<file path="src/rtl/video_blitter.sv">
// ============================================================================
//  Module   : video_blitter
//  Purpose  : Rectangle FILL / COPY engine driving the CPU port of video RAM.
//             Walks a W x H rectangle in row-major order, writing a constant
//             byte (FILL) or bytes read from a source rectangle (COPY).
//  Revision : 1.0  initial release
// ============================================================================
`default_nettype none

module video_blitter #(
  parameter int ADDR_W = 15,
  parameter int DATA_W = 8,
  parameter int DIM_W  = 8
) (
  input  logic              clk,
  input  logic              reset,
  input  logic              cmd_valid,
  output logic              cmd_ready,
  input  logic              cmd_mode,
  input  logic [ADDR_W-1:0] cmd_src,
  input  logic [ADDR_W-1:0] cmd_dst,
  input  logic [DIM_W-1:0]  cmd_width,
  input  logic [DIM_W-1:0]  cmd_height,
  input  logic [ADDR_W-1:0] cmd_stride,
  input  logic [DATA_W-1:0] cmd_fill,
  output logic [ADDR_W-1:0] ram_add,
  input  logic [DATA_W-1:0] ram_rdata,
  output logic [DATA_W-1:0] ram_wdata,
  output logic              ram_we,
  output logic              busy,
  output logic              done
);

  typedef enum logic [2:0] {
    S_IDLE    = 3'd0,
    S_FILL    = 3'd1,
    S_COPY_RD = 3'd2,
    S_COPY_WR = 3'd3,
    S_DONE    = 3'd4
  } state_t;

  state_t            state_q, state_d;
  logic [DIM_W-1:0]  col_q, col_d;
  logic [DIM_W-1:0]  row_q, row_d;
  logic [ADDR_W-1:0] src_row_q, src_row_d;
  logic [ADDR_W-1:0] dst_row_q, dst_row_d;
  logic [DIM_W-1:0]  width_q, width_d;
  logic [DIM_W-1:0]  height_q, height_d;
  logic [ADDR_W-1:0] stride_q, stride_d;
  logic [DATA_W-1:0] fill_q, fill_d;
  logic [ADDR_W-1:0] ram_add_q, ram_add_d;
  logic [DATA_W-1:0] ram_wdata_q, ram_wdata_d;
  logic              ram_we_q, ram_we_d;

  // Position of the element after the current one, plus end-of-rectangle flag.
  logic [DIM_W-1:0]  nxt_col;
  logic [DIM_W-1:0]  nxt_row;
  logic [ADDR_W-1:0] nxt_src_row;
  logic [ADDR_W-1:0] nxt_dst_row;
  logic              last_col;
  logic              last_elem;

  // Row-major stepping: advance column, or wrap to next row base (mod 2^ADDR_W).
  always_comb begin
    last_col    = (col_q == (width_q - DIM_W'(1)));
    last_elem   = last_col && (row_q == (height_q - DIM_W'(1)));
    nxt_col     = col_q + DIM_W'(1);
    nxt_row     = row_q;
    nxt_src_row = src_row_q;
    nxt_dst_row = dst_row_q;
    if (last_col) begin
      nxt_col     = '0;
      nxt_row     = row_q + DIM_W'(1);
      nxt_src_row = src_row_q + stride_q;
      nxt_dst_row = dst_row_q + stride_q;
    end
  end

  // Next-state logic; RAM port values are computed for the upcoming cycle so
  // that address/we leave the block straight from flops.
  always_comb begin
    state_d     = state_q;
    col_d       = col_q;
    row_d       = row_q;
    src_row_d   = src_row_q;
    dst_row_d   = dst_row_q;
    width_d     = width_q;
    height_d    = height_q;
    stride_d    = stride_q;
    fill_d      = fill_q;
    ram_add_d   = ram_add_q;
    ram_wdata_d = ram_wdata_q;
    ram_we_d    = 1'b0;
    case (state_q)
      S_IDLE, S_DONE: begin
        state_d = S_IDLE;
        if (cmd_valid) begin
          width_d   = cmd_width;
          height_d  = cmd_height;
          stride_d  = cmd_stride;
          fill_d    = cmd_fill;
          col_d     = '0;
          row_d     = '0;
          src_row_d = cmd_src;
          dst_row_d = cmd_dst;
          if ((cmd_width == '0) || (cmd_height == '0)) begin
            state_d = S_DONE;
          end else if (cmd_mode) begin
            state_d   = S_COPY_RD;
            ram_add_d = cmd_src;
          end else begin
            state_d     = S_FILL;
            ram_add_d   = cmd_dst;
            ram_wdata_d = cmd_fill;
            ram_we_d    = 1'b1;
          end
        end
      end
      S_FILL: begin
        if (last_elem) begin
          state_d = S_DONE;
        end else begin
          col_d       = nxt_col;
          row_d       = nxt_row;
          src_row_d   = nxt_src_row;
          dst_row_d   = nxt_dst_row;
          ram_add_d   = nxt_dst_row + ADDR_W'(nxt_col);
          ram_wdata_d = fill_q;
          ram_we_d    = 1'b1;
        end
      end
      S_COPY_RD: begin
        state_d   = S_COPY_WR;
        ram_add_d = dst_row_q + ADDR_W'(col_q);
        ram_we_d  = 1'b1;
      end
      S_COPY_WR: begin
        // Keep the byte just written so the data output holds it afterwards.
        ram_wdata_d = ram_rdata;
        if (last_elem) begin
          state_d = S_DONE;
        end else begin
          state_d   = S_COPY_RD;
          col_d     = nxt_col;
          row_d     = nxt_row;
          src_row_d = nxt_src_row;
          dst_row_d = nxt_dst_row;
          ram_add_d = nxt_src_row + ADDR_W'(nxt_col);
        end
      end
      default: state_d = S_IDLE;
    endcase
  end

  // State, command and RAM port registers; async reset abandons any command.
  always_ff @(posedge clk or posedge reset) begin
    if (reset) begin
      state_q     <= S_IDLE;
      col_q       <= '0;
      row_q       <= '0;
      src_row_q   <= '0;
      dst_row_q   <= '0;
      width_q     <= '0;
      height_q    <= '0;
      stride_q    <= '0;
      fill_q      <= '0;
      ram_add_q   <= '0;
      ram_wdata_q <= '0;
      ram_we_q    <= 1'b0;
    end else begin
      state_q     <= state_d;
      col_q       <= col_d;
      row_q       <= row_d;
      src_row_q   <= src_row_d;
      dst_row_q   <= dst_row_d;
      width_q     <= width_d;
      height_q    <= height_d;
      stride_q    <= stride_d;
      fill_q      <= fill_d;
      ram_add_q   <= ram_add_d;
      ram_wdata_q <= ram_wdata_d;
      ram_we_q    <= ram_we_d;
    end
  end

  // Read data of a synchronous RAM arrives in the write cycle itself, so the
  // copy write forwards it; the select is a registered state decode.
  assign ram_wdata = (state_q == S_COPY_WR) ? ram_rdata : ram_wdata_q;
  assign ram_add   = ram_add_q;
  assign ram_we    = ram_we_q;
  assign cmd_ready = (state_q == S_IDLE) || (state_q == S_DONE);
  assign done      = (state_q == S_DONE);
  assign busy      = (state_q == S_FILL) || (state_q == S_COPY_RD) ||
                     (state_q == S_COPY_WR);

endmodule

`default_nettype wire
</file>
<file path="config.mk">
export PLATFORM = sky130hd
export DESIGN_NAME = video_blitter
export DESIGN_NICKNAME = d
export VERILOG_FILES = /design/src/rtl/video_blitter.sv
export SDC_FILE = /design/constraint.sdc
export NUM_CORES = 1
export LEC_CHECK = 0
export ABC_AREA = 1
export CAP_MARGIN = 0
export CELL_PAD_IN_SITES_DETAIL_PLACEMENT = 0
export CELL_PAD_IN_SITES_GLOBAL_PLACEMENT = 2
export CORE_MARGIN = 5
export CORE_UTILIZATION = 32
export DETAILED_ROUTE_END_ITERATION = 12
export GPL_TIMING_DRIVEN = 1
export PLACE_DENSITY_LB_ADDON = 0.1
export SKIP_LAST_GASP = 1
export SYNTH_ARGS = -nofsm -noshare
export SYNTH_HDL_FRONTEND = slang
export SYNTH_SLANG_ARGS = --single-unit
export TNS_END_PERCENT = 100
</file>
<file path="constraint.sdc">
create_clock -name clk -period 5.9 [get_ports clk]
set_input_delay 1.77 -clock clk [delete_from_list [all_inputs] [get_ports clk]]
set_output_delay 1.77 -clock clk [all_outputs]
set_load 0.01 [all_outputs]
</file>
==> results of run 1 <==
cells by family (layout without fill, tap and decap cells):
| family | count (synthesis) | after routing |
|---|---|---|
| buffers and inverters | 201 | 292 |
| adder cells (fa/ha/maj) | 52 | 52 |
| AO/OA/AOI/OAI | 240 | 240 |
| multiplexers | 4 | 4 |
| AND/OR/NAND/NOR | 737 | 737 |
| flip-flops | 112 | 112 |
| XOR/XNOR | 38 | 38 |
flip-flops by register name, summed over array words and instances (netlist names), 15 cells and up:
name,flops
dst_row_q,15
src_row_q,15
ram_add,15
stride_q,15
cell usage after synthesis (14+ instances only):
cell        n
o22ai_1    15
nand3_1   113
o21ai_0   104
xor2_1     24
a31oi_1    15
nand2_1   455
xnor2_1    14
clkbuf_1   28
nor2_1     96
a21oi_1    67
nand4_1    15
dfrtp_1   112
inv_1     150
ha_1       48
where the power goes:
group          internal, mW  switching [mW]  total [mW]
Clock                 0.340           0.332       0.672
Sequential             1.13           0.388        1.52
Combinational          1.66            2.92        4.58
Total                  3.13            3.64        6.77
critical path: cells and delay by family:
family / cells / cell delay, ps
AO/OA/AOI/OAI: 1 / 110
buffers and inverters: 2 / 1030
AND/OR/NAND/NOR: 1 / 70
routing by layer:
| metal | wire (um) | track usage (%) |
|---|---|---|
| met1 | 14900 | 27.3 |
| met4 | 427 | 3.93 |
| met2 | 14900 | 34.5 |
| met5 | 0 | 0 |
| met3 | 1400 | 3.80 |
through the flow:
step                      worst slack (ps)  hold slack [ps]  total power [mW]
final                                 1160              484              6.77
after detailed placement              1170              465              6.12
after floorplan                       1170              453              4.72
after global placement                1180              461              6.12
after global routing                   826              500              7.54
after CTS                             1150              487              6.84
how the worst max path moves through the flow:
stage	start	endpoint	slack, ps
5_1_grt	width_q[0]$_DFFE_PP0P_	ram_add[13]$_DFFE_PP0P_	830
4_1_cts	ram_rdata[7]	ram_wdata[7]	1150
6_report	ram_rdata[7]	ram_wdata[7]	1160
3_3_place_gp	ram_rdata[7]	ram_wdata[7]	1180
2_1_floorplan	reset	col_q[0]$_DFFE_PP0P_	1170
3_5_place_dp	ram_rdata[7]	ram_wdata[7]	1170
area by class of cell:
| class | count | area (um^2) |
|---|---|---|
| Inverter | 155 | 584 |
| Clock buffer | 9 | 225 |
| Timing Repair Buffer | 121 | 1180 |
| Tap cell | 378 | 473 |
| Sequential cell | 112 | 2800 |
| Clock inverter | 7 | 83.8 |
| Multi-Input combinational cell | 1071 | 5570 |
| Fill cell | 3092 | 17100 |
layout by cell type (no fill, tap or decap), types with 4 or more instances in the layout:
cell             Yosys  layout
dfrtp_1            112     112
mux2i_1              4       4
nand4_1             15      15
inv_2                4       4
buf_4                2      14
xor2_1              24      24
nor3_1              12      11
o21bai_1             7       7
o21ai_1             11      11
nand2_1            455     454
ha_1                48      48
fa_1                 4       4
nand3b_1             4       4
clkdlybuf4s50_1      0     107
nor2_1              96      95
or2_2               10      10
o22ai_1             15      15
xnor2_1             14      14
nor2_2               5       5
inv_1              150     149
a31oi_1             15      15
o211ai_1             4       4
o21ai_0            104     104
nand3_1            113     113
nand2_2              8       9
a21oi_1             67      67
clkbuf_16            0       9
==> flow_metrics.py, run 1 <==
metrics = {
    "setup_path": {
        "worst_setup_path_end_kind": "primary output",
        "critPathMaxFanout": 2,
        "crit_required_ps": 4130,
        "reg2reg_from": "width_q[0]$_DFFE_PP0P_",
        "crit_top_cell": "clkdlybuf4s50_1",
        "crit_path_max_incr_delay_ps": 570,
        "critPathKind": "in2out",
        "critPathSlowestCell": "clkdlybuf4s50_1",
        "cp.arrival_ps": 2970,
        "worstReg2RegEnd": "ram_add[13]$_DFFE_PP0P_",
        "ff2ff_path_depth": 29,
        "rrSetupSlack_ps": 1410,
        "path_cells": "clkdlybuf4s50_1, nand2_1, o21ai_0, clkdlybuf4s50_1",
        "start_kind": "input port",
    },
    "clock_tree": {
        "insertion_delay_ps": 370,
        "cts_buffers": 9,
        "cts_root_buf": "clkbuf_16",
        "cts_resized": 0,
        "cts_tree": "built",
        "cts_max_level": 3,
        "cts_hold_buf": 0,
        "cts.reportedPaths.clkPinSlew_ps": 80,
        "cts_setup_buffers": 0,
        "cts_sinks": 112,
        "cts_max_path_buffers": 2,
    },
    "place": {
        "placed_cells": 1837,
        "placed_area_um2": 10600,
        "numPortBuffers": 107,
        "dp_hpwl_um": 24700,
        "place_congestion": 0.812,
    },
    "cells_and_area": {
        "drive_above_1_share_pct": 5.02,
        "fin_nets": 1603,
        "final_cell_area_um2": 10900,
        "syn2layout_area_growth_pct": 19.4,
        "final_core_util_pct": 39.0,
        "instances_no_fill": 1853,
        "antennaDiodeCount": 0,
    },
    "yosys": {
        "synth_edf_count": 0,
        "ys_seq_area_share_pct": 30.7,
        "syn_avg_cell_area_um2": 6.60,
        "synth_top_area_share_pct": 30.7,
        "ys_top_cells_by_area": "dfrtp_1 31%, nand2_1 19%, ha_1 6.6%",
        "yosysUniqueCellTypes": 52,
        "synth_area_um2": 9140,
        "synth_fa_ha_area_share_pct": 7.45,
        "synth_top_area_cell": "dfrtp_1",
        "synthXorXnorAreaFrac_pct": 3.64,
        "synth_top_family_by_area": "simple AND/OR/NAND/NOR gates",
        "synth_compound_area_share_pct": 14.5,
        "yosys_warnings": 0,
        "synth_nets": 1517,
        "synthArstFlopShare_pct": 100,
        "synth_cells": 1384,
        "ys_dominant_reg_cell": "dfrtp_1",
        "synth-simple-area-share_pct": 34.6,
        "ys_ff_latch": 112,
        "muxShareOfSynthArea_pct": 0.438,
    },
    "worst_hold_path": {
        "min_from": "ram_add[1]$_DFFE_PP0P_",
        "hold-path-cell-count": 1,
        "hp-class": "reg2reg",
        "hold_end": "ram_add[1]$_DFFE_PP0P_",
    },
    "sta": {
        "setup_tns_ps": 0,
        "worstMarginPinSlew_ps": 847,
        "worst_clock_skew_ps": 9.95,
        "slew_viol_final": 0,
        "min_period_over_period_pct": 80.3,
        "fmax_mhz": 211,
        "min_period_ps": 4740,
        "setup_viol": 0,
        "hold_viol": 0,
        "rsz0062_at_grt": "false",
        "maxSlewHeadroom_pct": 43.2,
    },
    "die": {
        "die-area_um2": 32000,
        "die_height_um": 179,
        "start_util_pct": 32.6,
        "core_area_um2": 28000,
        "io_pins": 108,
        "rows": 61,
        "die_x_um": 179,
    },
    "grt": {
        "grt_use_total_pct": 20.4,
        "grt_max_degree": 50,
        "grt_pass1_wl_um": 50300,
        "antenna_found_initial": 0,
        "overflow": 0,
        "grt_pass1_vias": 9038,
    },
    "route": {
        "wirelength_um": 31600,
        "drt_iter0_markers": 513,
        "routed_via_density": 4.90,
        "remaining_drc_errors": 0,
        "first_pass_iters": 5,
        "antenna_left": 0,
        "vias": 9082,
        "wire_per_inst_um": 17.1,
    },
    "pwr": {
        "powerDensity_nw_per_um2": 620,
        "irDropWorstVdd_mv": 0.201,
        "cellLeakagePower_nw": 5.44,
    },
    "run": {
        "drv_cap": 0,
    },
    "outcome": {
        "status": "complete, no violations",
    },
}
Power figures use the tool's default switching activity.
==> inputs of run 2 (changes only) <==
- clock period: 5.9 -> 4.55 ns (I/O delays scaled with it)
==> run 2 against run 1 <==
Clock skew grew 0.70 ps. Register-to-register slack lost 920 ps. Cell area is 0.77% higher. Sequential power grew 31%. Core utilization rose by 0.30 points. Via count shrank 1.1%. First-iteration DRC count is 18% lower. Flip-flop and latch count stayed put. Power grew 31%. Non-clock buffer count up 6. Clock power grew 31%. Critical path type is now reg2reg. Critical endpoint is now ram_add[13]$_DFFE_PP0P_. Largest cell class unchanged.
==> flow_metrics.py, run 2 (synthesis results as in run 1) <==
metrics = {
    "clock_tree": {
        "cts.reportedPaths.clkPinSlew_ps": 80,
        "cts_root_buf": "clkbuf_16",
        "insertion_delay_ps": 370,
        "cts_tree": "built",
        "cts_hold_buf": 0,
        "cts_sinks": 112,
        "cts_max_level": 3,
        "cts_buffers": 9,
        "cts_max_path_buffers": 2,
    },
    "setup_path": {
        "ff2ff_path_depth": 29,
        "start_kind": "flop",
        "path_delay_family": "simple AND/OR/NAND/NOR gates",
        "worst_setup_path_end_kind": "flop",
        "crit_top_cell": "nand2_1",
        "rrSetupSlack_ps": 490,
        "reg2reg_from": "width_q[0]$_DFFE_PP0P_",
        "crit_path_max_incr_delay_ps": 410,
        "cp.arrival_ps": 4330,
        "critPathSlowestCell": "dfrtp_1",
        "crit_required_ps": 4810,
        "critPathMaxFanout": 21,
        "critPathKind": "reg2reg",
        "worstReg2RegEnd": "ram_add[13]$_DFFE_PP0P_",
        "crit_buf_inv": 2,
    },
    "worst_hold_path": {
        "hold_end": "ram_add[1]$_DFFE_PP0P_",
        "hold-path-cell-count": 1,
        "min_from": "ram_add[1]$_DFFE_PP0P_",
        "hp-class": "reg2reg",
    },
    "pwr": {
        "cellLeakagePower_nw": 5.49,
        "totalPowerFinal_mw": 8.87,
        "irDropWorstVdd_mv": 0.247,
        "powerDensity_nw_per_um2": 807,
    },
    "sta": {
        "setup_tns_ps": 0,
        "rsz0062_at_grt": "false",
        "hold_viol": 0,
        "worstMarginPinSlew_ps": 695,
        "maxSlewHeadroom_pct": 53.7,
        "worst_clock_skew_ps": 10.7,
        "fmax_mhz": 246,
        "worst_slack_ps": 486,
        "setup_viol": 0,
        "min_period_ps": 4060,
        "slew_viol_final": 0,
        "hold_ws_ps": 481,
        "min_period_over_period_pct": 89.3,
    },
    "place": {
        "place_congestion": 0.860,
        "placed_cells": 1842,
        "numPortBuffers": 107,
        "placed_area_um2": 10600,
        "dp_hpwl_um": 25100,
        "pre_cts_ws_ps": 283,
    },
    "die": {
        "io_pins": 108,
        "die_x_um": 179,
        "die_height_um": 179,
        "rows": 61,
        "die-area_um2": 32000,
        "core_area_um2": 28000,
        "start_util_pct": 32.6,
    },
    "cells_and_area": {
        "antennaDiodeCount": 0,
        "fin_nets": 1609,
        "mostFrequentLayoutCells": "454 x nand2_1, 148 x inv_1, 112 x nand3_1, 112 x dfrtp_1, 107 x clkdlybuf4s50_1",
        "instances_no_fill": 1859,
        "final_core_util_pct": 39.3,
        "final_cell_area_um2": 11000,
        "final_common_cell": "nand2_1",
        "syn2layout_area_growth_pct": 20.3,
        "drive_above_1_share_pct": 5.67,
    },
    "grt": {
        "grt_max_degree": 64,
        "antenna_found_initial": 0,
        "grt_pass1_vias": 8913,
        "overflow": 0,
        "grt_pass1_wl_um": 49300,
        "grt_use_total_pct": 20.1,
    },
    "route": {
        "wire_per_inst_um": 17.0,
        "wirelength_um": 31600,
        "routed_via_density": 4.83,
        "antenna_left": 0,
        "vias": 8985,
        "first_pass_iters": 5,
        "remaining_drc_errors": 0,
        "drt_iter0_markers": 420,
    },
    "outcome": {
        "status": "complete, no violations",
    },
    "run": {
        "drv_cap": 0,
    },
}
run 2: cell types whose count changed in the layout (fill, tap and decap cells not counted), sizes merged:
cell,previous run,this run
buf,14,20
clkbuf,9,12
clkinv,3,2
inv,158,156
run 2: final cells by class:
| cell class | count | area, um^2 |
|---|---|---|
| clock inverters | 4 | 58.8 |
| fillers | 3055 | 17000 |
| inverters | 155 | 584 |
| well taps | 378 | 473 |
| repair buffers | 127 | 1240 |
| multi-input cells | 1071 | 5580 |
| clock buffers | 12 | 256 |
| flip-flops and latches | 112 | 2800 |
run 2: layer usage:
layer,vias to the layer above,wire length (um),part of all wire [%],GRT usage (%)
li1,4708,-,-,-
met1,4067,14900,47,26.8
met2,182,14800,47,33.9
met3,28,1290,4.1,3.37
met4,0,544,1.7,4.92
met5,-,0,0,0
run 2: how the worst max path moves through the flow:
stage	start	end	slack, ps	cells past startpoint
finish	width_q[0]$_DFFE_PP0P_	ram_add[13]$_DFFE_PP0P_	490	29
global route	width_q[0]$_DFFE_PP0P_	ram_add[13]$_DFFE_PP0P_	2	30
CTS	width_q[0]$_DFFE_PP0P_	ram_add[13]$_DFFE_PP0P_	250	29
detailed placement	width_q[0]$_DFFE_PP0P_	ram_add[13]$_DFFE_PP0P_	280	30
global placement	width_q[0]$_DFFE_PP0P_	ram_add[13]$_DFFE_PP0P_	380	31
floorplan	reset	col_q[0]$_DFFE_PP0P_	230	1
run 2: where the power goes:
group | total (mW) | leakage (nW) | internal, mW | switching (mW)
registers | 1.99 | 1.39 | 1.47 | 0.521
logic | 6.01 | 3.94 | 2.19 | 3.82
clock network | 0.878 | 0.155 | 0.466 | 0.412
total | 8.87 | 5.49 | 4.12 | 4.75
run 2: repair_timing:
item	4_1_cts	5_1_grt
buffers inserted	0	1
endpoints found under the hold margin	0	0
gates resized for setup	0	10
setup endpoints to repair	0	9
